`config.mk`:
```
export PLATFORM = sky130hd
export DESIGN_NAME = serial_rx_flat
export DESIGN_NICKNAME = d
export VERILOG_FILES = /design/src/rtl/serial_rx_if.sv /design/src/rtl/serial_rx.sv /design/src/flat_wrapper.sv
export SDC_FILE = /design/constraint.sdc
export NUM_CORES = 1
export LEC_CHECK = 0
export ABC_AREA = 1
export BUFFER_PORTS_ARGS = -buffer_cell sky130_fd_sc_hd__buf_2
export CORE_MARGIN = 10
export CORE_UTILIZATION = 50
export CTS_CLUSTER_SIZE = 25
export DETAILED_ROUTE_END_ITERATION = 10
export MAX_ROUTING_LAYER = met4
export PLACE_DENSITY = 0.7
export SLEW_MARGIN = 0
export SYNTH_ARGS = -nofsm -noshare
export SYNTH_HDL_FRONTEND = slang
export SYNTH_SLANG_ARGS = --single-unit
```
`constraint.sdc`:
```
create_clock -name clk -period 3.61 [get_ports clk]
set_input_delay 1.083 -clock clk [delete_from_list [all_inputs] [get_ports clk]]
set_output_delay 1.083 -clock clk [all_outputs]
set_load 0.005 [all_outputs]
```
`src/rtl/serial_rx_if.sv`:
```
// Word handoff between the serial receiver and its consumer.
// The receiver is the master; it holds data_out until data_ready takes it.
interface serial_rx_if #(
    parameter int DATA_BITS = 8
);
    logic [DATA_BITS-1:0] data_out;
    logic                 data_valid;
    logic                 data_ready;

    modport master (
        output data_out,
        output data_valid,
        input  data_ready
    );

    modport slave (
        input  data_out,
        input  data_valid,
        output data_ready
    );
endinterface

```
`src/rtl/serial_rx.sv`:
```
// Serial frame receiver: start detect, mid-bit sampling, LSB-first shift,
// stop check, and a single-word valid/ready holding register.
module serial_rx #(
    parameter int DATA_BITS    = 8,
    parameter int CLKS_PER_BIT = 16
) (
    input  logic       clk,
    input  logic       clr,
    input  logic       rx_in,
    serial_rx_if.master rx_if,
    output logic       frame_err,
    output logic       overrun
);
    localparam int CW = $clog2(CLKS_PER_BIT);
    localparam int IW = $clog2(DATA_BITS + 1);

    localparam logic [CW-1:0] HALF_M1 = CW'(CLKS_PER_BIT / 2 - 1);
    localparam logic [CW-1:0] FULL_M1 = CW'(CLKS_PER_BIT - 1);
    localparam logic [IW-1:0] LAST    = IW'(DATA_BITS - 1);

    typedef enum logic [1:0] {
        IDLE,
        START,
        DATA,
        STOP
    } state_e;

    state_e               state_q, state_d;
    logic [CW-1:0]        cnt_q, cnt_d;
    logic [IW-1:0]        idx_q, idx_d;
    logic [DATA_BITS-1:0] shift_q, shift_d;
    logic [DATA_BITS-1:0] data_q, data_d;
    logic                 valid_q, valid_d;
    logic                 ferr_q, ferr_d;
    logic                 ovr_q, ovr_d;

    logic [DATA_BITS-1:0] shifted;
    logic                 good;
    logic                 accept;

    always_comb begin
        state_d = state_q;
        cnt_d   = cnt_q + CW'(1);
        idx_d   = idx_q;
        shift_d = shift_q;
        data_d  = data_q;
        valid_d = valid_q;
        ferr_d  = 1'b0;
        ovr_d   = 1'b0;
        good    = 1'b0;
        accept  = valid_q & rx_if.data_ready;
        // New bits enter at the MSB so the first bit ends up in bit 0.
        shifted = shift_q >> 1;
        shifted[DATA_BITS-1] = rx_in;

        unique case (state_q)
            IDLE: begin
                cnt_d = '0;
                if (!rx_in) begin
                    state_d = START;
                end
            end
            START: begin
                if (cnt_q == HALF_M1) begin
                    cnt_d = '0;
                    if (!rx_in) begin
                        state_d = DATA;
                        idx_d   = '0;
                    end else begin
                        state_d = IDLE;
                    end
                end
            end
            DATA: begin
                if (cnt_q == FULL_M1) begin
                    cnt_d   = '0;
                    shift_d = shifted;
                    idx_d   = idx_q + IW'(1);
                    if (idx_q == LAST) begin
                        state_d = STOP;
                    end
                end
            end
            STOP: begin
                if (cnt_q == FULL_M1) begin
                    cnt_d   = '0;
                    state_d = IDLE;
                    if (rx_in) begin
                        good = 1'b1;
                    end else begin
                        ferr_d = 1'b1;
                    end
                end
            end
            default: begin
                state_d = IDLE;
            end
        endcase

        // A held word that is not being taken blocks the new one.
        if (good) begin
            if (valid_q && !rx_if.data_ready) begin
                ovr_d = 1'b1;
            end else begin
                data_d  = shift_q;
                valid_d = 1'b1;
            end
        end else if (accept) begin
            valid_d = 1'b0;
        end
    end

    always_ff @(posedge clk or posedge clr) begin
        if (clr) begin
            state_q <= IDLE;
            cnt_q   <= '0;
            idx_q   <= '0;
            shift_q <= '0;
            data_q  <= '0;
            valid_q <= 1'b0;
            ferr_q  <= 1'b0;
            ovr_q   <= 1'b0;
        end else begin
            state_q <= state_d;
            cnt_q   <= cnt_d;
            idx_q   <= idx_d;
            shift_q <= shift_d;
            data_q  <= data_d;
            valid_q <= valid_d;
            ferr_q  <= ferr_d;
            ovr_q   <= ovr_d;
        end
    end

    assign rx_if.data_out   = data_q;
    assign rx_if.data_valid = valid_q;
    assign frame_err        = ferr_q;
    assign overrun          = ovr_q;
endmodule

```
`src/flat_wrapper.sv`:
```
// flat-port wrapper written by rule: the top's interface ports become plain ports
module serial_rx_flat 
#(
    parameter int DATA_BITS    = 8,
    parameter int CLKS_PER_BIT = 16
)
  (clk, clr, rx_in, frame_err, overrun, rx_if_data_out, rx_if_data_valid, rx_if_data_ready);
  serial_rx_if #(.DATA_BITS(DATA_BITS)) rx_if_i ();
  input  logic clk;
  input  logic clr;
  input  logic rx_in;
  output logic frame_err;
  output logic overrun;
  output wire logic [$bits(rx_if_i.data_out)-1:0] rx_if_data_out;
  output wire logic [$bits(rx_if_i.data_valid)-1:0] rx_if_data_valid;
  input wire logic [$bits(rx_if_i.data_ready)-1:0] rx_if_data_ready;
  assign rx_if_data_out = rx_if_i.data_out;
  assign rx_if_data_valid = rx_if_i.data_valid;
  assign rx_if_i.data_ready = rx_if_data_ready;
  serial_rx #(.DATA_BITS(DATA_BITS), .CLKS_PER_BIT(CLKS_PER_BIT)) u_core (.clk(clk), .clr(clr), .rx_in(rx_in), .rx_if(rx_if_i), .frame_err(frame_err), .overrun(overrun));
endmodule
```
==> out/metrics.cfg <==
[outcome]
status=complete, no violations

[sta]
finClkSkew_ps=6.93
finalSetupTns_ps=0
slew_headroom_pct=30.2
final-max-slew-violation-count=0
hold_ws_ps=459
rsz0062_at_grt=no
finalSetupViolations=0
fin_crit_sh_pct=53.8
max_slew.worst_pin.slew_ps=1050
post-route-min-period_ps=1940
hold_viol=0
max_freq_mhz=515

[floorplan]
die_area_um2=4980
die_y_um=70.5
rows=18
ios=15
core_um2=2450
die_w_um=70.5
start_util_pct=52.0

[yosys]
synth_cell_types=19
ys_warn_count=0
synthesis.area_um2=1280
syn_area_per_cell_um2=9.19
synth_seq_cells=29
ys_seq_area_share_pct=56.8
syn_inst=139
syn_nets=145

[grt]
gr-usage-all-layers_pct=10.1
grt_max_degree=30
grt_pass1_vias=903
antenna_found_initial=0
overflow=0
grt_pass1_wl_um=4020

[pwr]
p_sw_uw=249
power_leakage_nw=0.725
pwr-share-comb_pct=21.7
power.density_nw_per_um2=537
p_clk_share_pct=25.9
swShare_pct=32.7
p_seq_share_pct=52.4
intPower_uw=512
p_total_uw=761
ir_drop_uv=360

[place]
portBuffers=14
dp_hpwl_um=1610
placed_cell_area_um2=1360
gp_congestion=0.727

[finish]
fin_util_pct=57.7
drive_above_1_share_pct=22.8
num_antenna_cells=0
nFillCells=230
postLayoutCellArea_um2=1420
area_delta_synth_final_pct=11.0
nets=164

[clocking]
insertion_delay_ps=320
root_buffer=clkbuf_4
ctsResizeCount=0
cts_buffers=5
path_clk_slew_ps=90
clockBufferDepth=2
h-tree-depth=2
cts_tree=done
cts_setup_buffers=0
cts_hold_buf=0
cts_sinks=29

[routing]
drc=0
viasPerCell=4.84
antenna_left=0
totalWireLength_um=2210
vias=909
first_iter_violations=32
wire_per_inst_um=11.8
first_pass_iters=4

[critical_path]
timing.rr.end=u_core.shift_q[7]$_DFFE_PP0P_
path_class=reg -> out
cp.required_ps=2530
crit_chain=buf_2
r2r_slack_ps=1950
path_buf_inv=1
worstReg2RegStart=u_core.cnt_q[0]$_DFF_PP0_
crit_slowest_cell=dfrtp_1
critPathLaunchType=flop
crit_arrival_ps=860
path_max_fanout=2
reg2reg_depth=4
cp_top_family=flip-flops
worst_setup_path_end_kind=output port
cpPeakStageDelay_ps=400

[job]
cap_violations=0

[hold_path]
min_from=u_core.cnt_q[0]$_DFF_PP0_
holdPathEnd=u_core.cnt_q[0]$_DFF_PP0_
hp-class=reg -> reg
hold_path_depth=1

metrics by stage:
step                setup WS [ps]  cells
finish                       1670    188
global route                 1600    188
CTS                          1650    188
global placement             1550    181
floorplan                    1800    139
detailed placement           1490    181
layout make-up:
type / instances / area, um^2 / share of cell area, %
Clock buffer: 7 / 55.1 / 3.88
Inverter: 17 / 63.8 / 4.50
Multi-Input combinational cell: 91 / 465 / 32.8
Sequential cell: 29 / 726 / 51.2
Tap cell: 30 / 37.5 / 2.65
Timing Repair Buffer: 14 / 70.1 / 4.94
state kept, by name (all words and copies together) (netlist names), named ones only:
name,cells
u_core.overrun,1
u_core.rx_if.data_out,8
u_core.cnt_q,4
u_core.idx_q,4
u_core.rx_if.data_valid,1
u_core.frame_err,1
u_core.shift_q,8
u_core.state_q,1
Yosys cell counts:
cell     instances  area share, %
o21ai_2          7            4.8
nor3_2           1           0.78
inv_2            1           0.29
nand3_2          1           0.78
nor3_1           2           0.78
nand2_1         40             12
dfrtp_1         29             57
ha_1             2            2.0
buf_6            2            1.8
xnor2_1          2            1.4
a21oi_1          2           0.78
xor2_1           2            1.4
nand3_1          5            2.0
nand2_2          4            2.0
nor2_1          12            3.5
nor4_1           1           0.49
inv_1           16            4.7
nor2_2           2           0.98
o21ai_0          8            3.1
power by group through the flow:
| stage | Sequential, mW | Combinational (mW) | Clock (mW) |
|---|---|---|---|
| 3_3_place_gp | 0.404 | 0.162 | 0 |
| 6_report | 0.399 | 0.165 | 0.197 |
| 5_1_grt | 0.407 | 0.196 | 0.218 |
| 4_1_cts | 0.399 | 0.169 | 0.204 |
| 2_1_floorplan | 0.398 | 0.137 | 0 |
| 3_5_place_dp | 0.406 | 0.168 | 0 |
cells by family (layout without fill, tap and decap cells):
kind of cell,Yosys count,count (layout),share of synthesized area (%)
AOI/OAI and AO/OA,17,17,8.72
buffers and inverters,19,38,6.76
DFF,29,29,56.8
adders and majority gates,2,2,1.96
xor gates and xnor gates,4,4,2.74
and+or+nand+nor,68,68,23.0
layout by cell type (no fill, tap or decap), types with 2 or more instances in the layout:
master and instances:
nand2_2 4, clkbuf_4 5, o21ai_0 8, nor3_1 2, nand3_1 5, xor2_1 2, inv_1 16, xnor2_1 2
nor2_1 12, a21oi_1 2, buf_2 14, o21ai_2 7, nor2_2 2, nand2_1 40, ha_1 2, dfrtp_1 29
metal layers:
metal  up-vias  share of wire, %  track usage (%)
met5         -                 0                -
met4         0               1.9             4.30
met3         5               6.7             5.02
met2        14                44             14.7
met1       414                47             11.4
li1        476                 -                -
worst max path at each step:
stage	endpoint	cells past startpoint	from
after detailed placement	u_core.idx_q[3]$_DFFE_PP0P_	2	clr
after floorplan	u_core.rx_if.data_out[7]$_DFFE_PP0P_	6	rx_in
after CTS	rx_if_data_out[7]	1	u_core.rx_if.data_out[7]$_DFFE_PP0P_
after global placement	u_core.rx_if.data_out[6]$_DFFE_PP0P_	6	rx_in
final	rx_if_data_out[7]	1	u_core.rx_if.data_out[7]$_DFFE_PP0P_
after global routing	rx_if_data_out[7]	1	u_core.rx_if.data_out[7]$_DFFE_PP0P_
Power figures use the tool's default switching activity.
